**src/rtl/mult_unit.sv**
```systemverilog
// mult_unit: iterative radix-2 shift-add multiplier with a private HI/LO pair.
//   MULT (4'b0011) starts a WIDTH-cycle multiply; MFHI (4'b0100) / MFLO (4'b0101)
//   return HI / LO through a registered result port.
//   Optional build macro MULT_SIGNED_EN: two's complement operands (mult);
//   without it the unit is purely unsigned (multu).
// Handshake: an op is accepted only when op_valid=1 and the unit is IDLE;
//   while busy=1 every op is ignored and upstream must hold and re-present it.
//   done / result_valid are single-cycle pulses, never back-pressured.
module mult_unit #(
  parameter int WIDTH = 32
) (
  input  logic             clk,
  input  logic             rst_n,
  input  logic             op_valid,
  input  logic [3:0]       alu_ctrl,
  input  logic [WIDTH-1:0] a,
  input  logic [WIDTH-1:0] b,
  input  logic             flush,
  output logic             busy,
  output logic             done,
  output logic [WIDTH-1:0] result,
  output logic             result_valid,
  output logic [WIDTH-1:0] hi,
  output logic [WIDTH-1:0] lo
);

  localparam logic [3:0] OP_MULT = 4'b0011;
  localparam logic [3:0] OP_MFHI = 4'b0100;
  localparam logic [3:0] OP_MFLO = 4'b0101;
  localparam int         CW      = $clog2(WIDTH + 1);

  typedef enum logic {
    IDLE = 1'b0,
    BUSY = 1'b1
  } state_t;

  state_t               state_q, state_d;
  logic [CW-1:0]        cnt_q, cnt_d;
  logic [WIDTH-1:0]     mcand_q, mcand_d;
  logic [2*WIDTH-1:0]   acc_q, acc_d;
  logic [WIDTH-1:0]     hi_q, hi_d;
  logic [WIDTH-1:0]     lo_q, lo_d;
  logic [WIDTH-1:0]     result_q, result_d;
  logic                 result_valid_q, result_valid_d;
  logic                 done_q, done_d;

  logic [WIDTH:0]       sum;
  logic [2*WIDTH-1:0]   acc_step;
  logic [2*WIDTH-1:0]   prod_final;
  logic [WIDTH-1:0]     mag_a;
  logic [WIDTH-1:0]     mag_b;

`ifdef MULT_SIGNED_EN
  logic                 neg_q, neg_d;

  // Operand magnitudes; the most-negative value maps to 2^(WIDTH-1) unsigned.
  always_comb begin
    mag_a = a[WIDTH-1] ? (~a + 1'b1) : a;
    mag_b = b[WIDTH-1] ? (~b + 1'b1) : b;
  end

  // Restore the sign of the product on the final step.
  always_comb begin
    prod_final = neg_q ? (~acc_step + 1'b1) : acc_step;
  end
`else
  // Unsigned: operands pass straight through.
  always_comb begin
    mag_a = a;
    mag_b = b;
  end

  // Unsigned: the accumulator already holds the product.
  always_comb begin
    prod_final = acc_step;
  end
`endif

  // One shift-add step: the WIDTH+1 bit sum keeps the carry, which becomes the
  // new MSB when the accumulator shifts right; the multiplier drains out of LSB.
  always_comb begin
    sum      = {1'b0, acc_q[2*WIDTH-1:WIDTH]} + (acc_q[0] ? {1'b0, mcand_q} : '0);
    acc_step = {sum, acc_q[WIDTH-1:1]};
  end

  // Next-state and datapath control for the IDLE/BUSY machine.
  always_comb begin
    state_d        = state_q;
    cnt_d          = cnt_q;
    mcand_d        = mcand_q;
    acc_d          = acc_q;
    hi_d           = hi_q;
    lo_d           = lo_q;
    result_d       = result_q;
    result_valid_d = 1'b0;
    done_d         = 1'b0;
`ifdef MULT_SIGNED_EN
    neg_d          = neg_q;
`endif
    case (state_q)
      IDLE: begin
        // flush squashes whatever op is presented alongside it
        if (!flush && op_valid) begin
          case (alu_ctrl)
            OP_MULT: begin
              mcand_d = mag_a;
              acc_d   = {{WIDTH{1'b0}}, mag_b};
              cnt_d   = CW'(WIDTH);
              state_d = BUSY;
`ifdef MULT_SIGNED_EN
              neg_d   = a[WIDTH-1] ^ b[WIDTH-1];
`endif
            end
            OP_MFHI: begin
              result_d       = hi_q;
              result_valid_d = 1'b1;
            end
            OP_MFLO: begin
              result_d       = lo_q;
              result_valid_d = 1'b1;
            end
            default: ;
          endcase
        end
      end
      BUSY: begin
        if (flush) begin
          // abandon the multiply; HI/LO keep the previous product
          state_d = IDLE;
          cnt_d   = '0;
        end else begin
          acc_d = acc_step;
          cnt_d = cnt_q - 1'b1;
          if (cnt_q == CW'(1)) begin
            hi_d    = prod_final[2*WIDTH-1:WIDTH];
            lo_d    = prod_final[WIDTH-1:0];
            done_d  = 1'b1;
            state_d = IDLE;
          end
        end
      end
      default: state_d = IDLE;
    endcase
  end

  // State and datapath registers, cleared by the asynchronous reset.
  always_ff @(posedge clk or negedge rst_n) begin
    if (!rst_n) begin
      state_q        <= IDLE;
      cnt_q          <= '0;
      mcand_q        <= '0;
      acc_q          <= '0;
      hi_q           <= '0;
      lo_q           <= '0;
      result_q       <= '0;
      result_valid_q <= 1'b0;
      done_q         <= 1'b0;
`ifdef MULT_SIGNED_EN
      neg_q          <= 1'b0;
`endif
    end else begin
      state_q        <= state_d;
      cnt_q          <= cnt_d;
      mcand_q        <= mcand_d;
      acc_q          <= acc_d;
      hi_q           <= hi_d;
      lo_q           <= lo_d;
      result_q       <= result_d;
      result_valid_q <= result_valid_d;
      done_q         <= done_d;
`ifdef MULT_SIGNED_EN
      neg_q          <= neg_d;
`endif
    end
  end

  assign busy         = (state_q == BUSY);
  assign done         = done_q;
  assign result       = result_q;
  assign result_valid = result_valid_q;
  assign hi           = hi_q;
  assign lo           = lo_q;

endmodule

```
**config.mk**
```make
export PLATFORM = sky130hd
export DESIGN_NAME = mult_unit
export DESIGN_NICKNAME = d
export VERILOG_FILES = /design/src/rtl/mult_unit.sv
export SDC_FILE = /design/constraint.sdc
export NUM_CORES = 1
export LEC_CHECK = 0
export CAP_MARGIN = 40
export CORE_MARGIN = 2
export CORE_UTILIZATION = 30
export CTS_CLUSTER_DIAMETER = 30
export DETAILED_ROUTE_END_ITERATION = 6
export GPL_ROUTABILITY_DRIVEN = 0
export HOLD_SLACK_MARGIN = 0.02
export PLACE_DENSITY = 0.64
export SLEW_MARGIN = 40
export SYNTH_ARGS = -nofsm -noshare
export SYNTH_HDL_FRONTEND = slang
export SYNTH_SLANG_ARGS = --single-unit
```
**constraint.sdc**
```tcl
create_clock -name clk -period 3.06 [get_ports clk]
set_clock_uncertainty 0.1 [all_clocks]
set_input_delay 0.612 -clock clk [delete_from_list [all_inputs] [get_ports clk]]
set_output_delay 0.612 -clock clk [all_outputs]
set_load 0.01 [all_outputs]
```
==> results of run 1 <==
## routing by layer
layer | vias to the layer above | GRT usage [%] | wire (µm)
met2 | 221 | 25.9 | 13100
met1 | 3879 | 22.3 | 13400
li1 | 3823 | - | -
met5 | - | 0 | 0
met3 | 52 | 4.18 | 1750
met4 | 0 | 4.85 | 725
## per-stage QoR
stage / cell area, µm² / TNS (ns)
after global routing: 14300 / -0.116
final: 14300 / 0
after global placement: 12500 / 0
after detailed placement: 12500 / -0.0255
after CTS: 14000 / 0
after floorplan: 10000 / 0
## repair_timing
item / CTS / global route
cloned: 0 / 0
setup endpoints to repair: 1 / 14
pin swaps: 1 / 9
hold endpoints to repair: 60 / 0
resized for setup: 0 / 35
setup buffers: 1 / 5
hold buffers: 1 / 0
## cell type report
cell class / instances / area, µm² / share of cell area, %
Clock inverter: 27 / 299 / 2.10
Tap cell: 442 / 553 / 3.88
Clock buffer: 54 / 1220 / 8.56
Sequential cell: 201 / 5030 / 35.3
Inverter: 12 / 45.0 / 0.316
Timing Repair Buffer: 225 / 2240 / 15.7
Multi-Input combinational cell: 697 / 4860 / 34.1
## worst min-delay path, stage by stage, from the launching register on
cell     delay, ns
dfrtp_1       0.33
nand2_1       0.05
o21ai_0       0.06
## final timing paths
check / from / cells after the start / endpoint
min in group asynchronous: rst_n / 2 / hi[23]
worst max-delay path: acc_q[0] / 11 / acc_q[61]
worst max register to register: acc_q[0] / 11 / acc_q[61]
worst min register to register: result[18] / 2 / result[18]
max in group asynchronous: rst_n / 3 / busy
worst min-delay path: result[18] / 2 / result[18]
## state kept, by name (all words and copies together), names as in the netlist, 6 cells and up
name	count
lo	32
mcand_q	32
result	32
cnt_q	6
hi	32
acc_q	64
## cell families after synthesis
group,synth area share [%]
and+or+nand+nor,13.0
xor gates and xnor gates,2.71
adders and majority gates,4.45
buffers and inverters,3.40
muxes,13.0
DFF,50.3
AOI/OAI and AO/OA,13.1
## synthesized netlist by cell type (3+ instances only)
cell type	number
nor3_1	6
and2_1	33
o21ai_0	48
nand2_1	170
o21a_1	3
a31oi_1	6
a221o_1	5
mux2_2	25
nor2_1	57
buf_6	3
o211ai_1	3
nand4_1	5
xor2_1	10
ha_1	34
o21bai_1	6
xnor2_1	21
buf_2	9
dfrtp_1	201
or3_1	3
and3_1	4
clkbuf_1	39
nand3_1	10
mux2i_1	64
a22o_1	27
buf_1	6
mux2_1	34
inv_1	11
a21oi_1	64
o21ai_1	13
nand2b_1	4
a21o_1	12
## cell usage in the layout (no fill, tap or decap), types with 10 or more instances in the layout
cell,Yosys,final
xnor2_1,21,20
clkbuf_16,0,45
nor2_1,57,55
buf_4,1,43
a22o_1,27,27
a21o_1,12,12
inv_1,11,10
ha_1,34,22
o21ai_1,13,14
clkdlybuf4s50_1,0,169
o21ai_0,48,46
dfrtp_1,201,199
nand2_1,170,170
mux2_2,25,25
a21oi_1,64,56
mux2_1,34,34
mux2i_1,64,64
xor2_1,10,10
clkinvlp_4,0,11
and2_1,33,32
## power by group through the flow
stage               Clock (µW)  Sequential (µW)  Combinational, µW
finish                    4800             3280               1610
global route              5040             3330               1800
CTS                       4890             3270               1530
detailed placement           0             3310               1520
global placement             0             3300               1490
floorplan                    0             3220                971
==> impl_results.md, run 1 <==
- Part of the cycle the worst path needs: 97.7%
- Routed Antenna Nets: 0
- Syn Nets: 1,079
- Upper clock frequency limit: 334 MHz
- Critical Path Source Type: flop
- Least-Margin Pin Slew: 0.618 ns
- Die Y: 187 µm
- Static Leak: 0.00636 µW
- Iter 0 DRT Violations: 311
- Fin. max-slew vios: 0
- Clock Power Share: 49.5%
- Synthesis-to-layout area growth: 42.5%
- Die ar.: 34,800 µm²
- Slowest-stage cell, CP: dfrtp_2
- RSZ-0062 raised after global routing: true
- PortBufs: 170
- Most used cell, CP: a221o_1
- Async set or reset register ratio after synthesis: 100%
- Largest cells by area after synthesis: dfrtp_1 (50%), mux2i_1 (6.4%), nand2_1 (6.4%), ha_1 (4.3%), mux2_1 (3.8%)
- DP Wirelength: 20,600 µm
- Type of the tightest min-delay check: flop to flop
- Antenna violations before repair: 0
- Highest cell delay on the worst timing path: 0.44 ns
- Reg-to-reg slack, setup: 0.07 ns
- Tot Pwr: 9690 µW
- CP endpoint kind: flop
- Part of the power in registers: 33.8%
- Global Route Usage Sum: 16.5%
- Rows: 66
- Crit path max-delay family: compound AO/OA/AOI/OAI gates
- Worst Setup Path Type: flop to flop
- Max-slew headroom at the worst pin: 58.6%
- Setup WS pre-CTS: -0.0255 ns
- Clock transition at path regs: 0.05 ns
- Pin count of the biggest net entering global routing: 66
- Worst hold slack: 0.377 ns
- Seq/Total Area, Yosys: 50.3%
- Num CTS Buffers: 44
- Gr ovfl total: 0
- Comb pwr share: 16.6%
- CTS tree: built
- Max Cap Violations: 0
- Synth warn: 0
- # DRC: 0
- Status: completed
- Setup ws final: 0.0691 ns
- Top cell type's share of synthesized area: 50.3%
- First-pass GRT wire length: 46,200 µm
- Via count of the first global-routing pass: 8,194
- Post-Syn Area: 10,000 µm²
- Share of cells above drive strength 1: 17.0%
- CTS H-tree lvls: 2
- CP cell instances: buf_8 > and2_1 > ha_4 > a21o_1 > a21o_1 > a221o_1 > a221o_1 > a31oi_2 > o21a_1 > o21ai_1 > a221o_1
- Sw Share: 27.3%
- Number of synthesized flops with an enable pin: 0
- Clk_lat worst skew: 0.53 ns
- Core area: 32,700 µm²
- Vias: 7,975
- Internal power: 7040 µW
- Tmin final: 2.99 ns
- Wirelength, routed: 29,000 µm
- Max IR drop VDD: 0.000409 V
- Net Switching: 2640 µW
- Ys flop type: dfrtp_1
- WP data required: 3.36 ns
- Hold Violations, Final: 0
- Max clock buf depth: 3
- Buf/Inv on CP: 1
- Fillers: 3,158
- Syn_area_per_cell: 10.3 µm²
- Clock sinks: 201
- CP arrival: 3.29 ns
- TritonRoute pass-1 iters: 4
- Nets: 1,288
- Post-Syn Instances: 972
- ANT cells: 0
- Synth unique cells: 58
- Placed cell count: 1,570
- Final design utilization: 43.6%
- Top Ports: 171
- CP Max Fanout: 8
- Chip width: 187 µm
- Cell taking the most area after synthesis: dfrtp_1
- Avg WL per Cell: 17.5 µm
- Root Buffer: clkbuf_16
- Setup violations, final: 0
- Power Dens Cells: 680 nW/µm²
- Yosys reg bits: 201
- Layout Cells excl Fill: 1,658
- Initial Utilization: 30.6%
- Vias/cell: 4.81
No activity file was read; power rests on OpenSTA's default activity.
==> inputs of run 2 (changes only) <==
Settings changed: CTS_BUF_LIST set to sky130_fd_sc_hd__clkbuf_16.
==> run 2 against run 1 <==
Compared with the run above:
- sequential share of layout area up 0.15 points
- flip-flop and latch count unchanged
- non-clock buffer count unchanged
- routed wire length down 0.12%
- combinational power about the same
- clock-buffer cell count down 9
- cell area down 0.42%
- total power down 1.8%
- cell count unchanged
- sequential power about the same
- largest cell class unchanged
- largest power group unchanged
- highest routed layer unchanged
==> impl_results.md, run 2 (synthesis gave the netlist of run 1 again) <==
- Status: completed
- Avg WL per Cell: 17.5 µm
- Rows: 66
- RSZ-0062 raised after global routing: true
- Upper clock frequency limit: 335 MHz
- Via count of the first global-routing pass: 8,192
- Root Buffer: clkbuf_16
- Most used cell, CP: a221o_1
- Power Dens Cells: 670 nW/µm²
- Max Cap Violations: 0
- CP Max Fanout: 8
- Wirelength, routed: 28,900 µm
- Iter 0 DRT Violations: 323
- Initial Utilization: 30.6%
- WP data required: 3.36 ns
- Num CTS Buffers: 44
- Crit path max-delay family: compound AO/OA/AOI/OAI gates
- Most frequent cells in the layout: dfrtp_1 (199), nand2_1 (170), clkdlybuf4s50_1 (169), mux2i_1 (64), a21oi_1 (56)
- Critical Path Source Type: flop
- Synthesis-to-layout area growth: 41.9%
- Gr ovfl total: 0
- Max clock buf depth: 3
- Top Ports: 171
- First-pass GRT wire length: 46,200 µm
- Finished layout cell area: 14,200 µm²
- Antenna violations before repair: 0
- Hold Violations, Final: 0
- Part of the cycle the worst path needs: 97.6%
- Setup violations, final: 0
- Buf/Inv on CP: 1
- DP Wirelength: 20,600 µm
- Final design utilization: 43.4%
- Global Route Usage Sum: 16.5%
- TritonRoute pass-1 iters: 4
- CTS H-tree lvls: 2
- Die Y: 187 µm
- Biggest register: acc_q
- Fin. max-slew vios: 0
- Routed Antenna Nets: 0
- Chip width: 187 µm
- Core area: 32,700 µm²
- Clk_lat worst skew: 0.53 ns
- CP arrival: 3.29 ns
- Placed cell areas: 12,500 µm²
- Least-Margin Pin Slew: 0.620 ns
- Type of the tightest min-delay check: flop to flop
- Max-slew headroom at the worst pin: 58.5%
- Max IR drop VDD: 0.000371 V
- Slowest-stage cell, CP: dfrtp_2
- Die ar.: 34,800 µm²
- Max reg flops: 64
- CP endpoint kind: flop
- Highest cell delay on the worst timing path: 0.44 ns
- Nets: 1,288
- CTS tree: built
- Setup TNS: 0 ns
- Static Leak: 0.00634 µW
- PortBufs: 170
- Tmin final: 2.99 ns
- Vias/cell: 4.81
- Clock sinks: 201
- Commonest non-fill, non-tap cell in the layout: dfrtp_1
- # DRC: 0
- ANT cells: 0
- Worst Setup Path Type: flop to flop
- Pin count of the biggest net entering global routing: 66
- CP cell instances: buf_8 > and2_1 > ha_4 > a21o_1 > a21o_1 > a221o_1 > a221o_1 > a31oi_2 > o21a_1 > o21ai_1 > a221o_1
- Clock transition at path regs: 0.05 ns
- Share of cells above drive strength 1: 16.5%
- Vias: 7,980
## run 2: changes by cell type in the layout (fill, tap and decap cells not counted), sizes merged
| cell | delta |
|---|---|
| inv | +3 |
| clkinv | +6 |
| clkbuf | -9 |
## run 2: final cells by class
type / instances / area, µm²
Clock inverter: 36 / 333
Timing Repair Buffer: 225 / 2240
Multi-Input combinational cell: 697 / 4860
Fill cell: 3167 / 18500
Inverter: 12 / 45.0
Clock buffer: 45 / 1130
Sequential cell: 201 / 5030
Tap cell: 442 / 553
## run 2: path summary, 6_finish.rpt
path / startpoint / to / cells after the start / slack, ns
min in group asynchronous: rst_n / hi[23] / 2 / 0.55
worst min register to register: result[18] / result[18] / 2 / 0.38
worst max register to register: acc_q[0] / acc_q[61] / 11 / 0.07
worst max-delay path: acc_q[0] / acc_q[61] / 11 / 0.07
max in group asynchronous: rst_n / busy / 3 / 1.42
worst min-delay path: result[18] / result[18] / 2 / 0.38
## run 2: power breakdown
group	internal, µW	switching, µW	total (µW)
clock network	3080	1540	4630
logic	797	813	1610
registers	3000	278	3280
total	6880	2640	9520
## run 2: repair_timing
item | 4_1_cts | 5_1_grt
pin swaps | 1 | 9
resized for setup | 0 | 35
hold buffers | 1 | 0
hold endpoints to repair | 60 | 0
buffers inserted | 1 | 5
setup endpoints to repair | 1 | 14
## run 2: tightest hold or removal path, stage by stage (launching register included)
cell and delay, ns:
dfrtp_1 0.33, nand2_1 0.05, o21ai_0 0.06
## run 2: metal layers
metal / vias to the layer above / routed length, µm / global-route usage (%)
met5: - / 0 / 0
met1: 3869 / 13200 / 22.4
met3: 54 / 1880 / 4.18
li1: 3819 / - / -
met2: 238 / 13100 / 26.0
met4: 0 / 715 / 4.79
## run 2: stage by stage
step	power (µW)	cells	setup slack, ns	hold WS, ns
final	9520	1658	0.0745	0.377
after global routing	10000	1658	-0.0370	0.403
after CTS	9520	1653	0.00369	0.380
after detailed placement	4830	1570	-0.0255	0.370
after global placement	4790	1570	0.0956	0.363
after floorplan	4190	972	0.0551	0.216
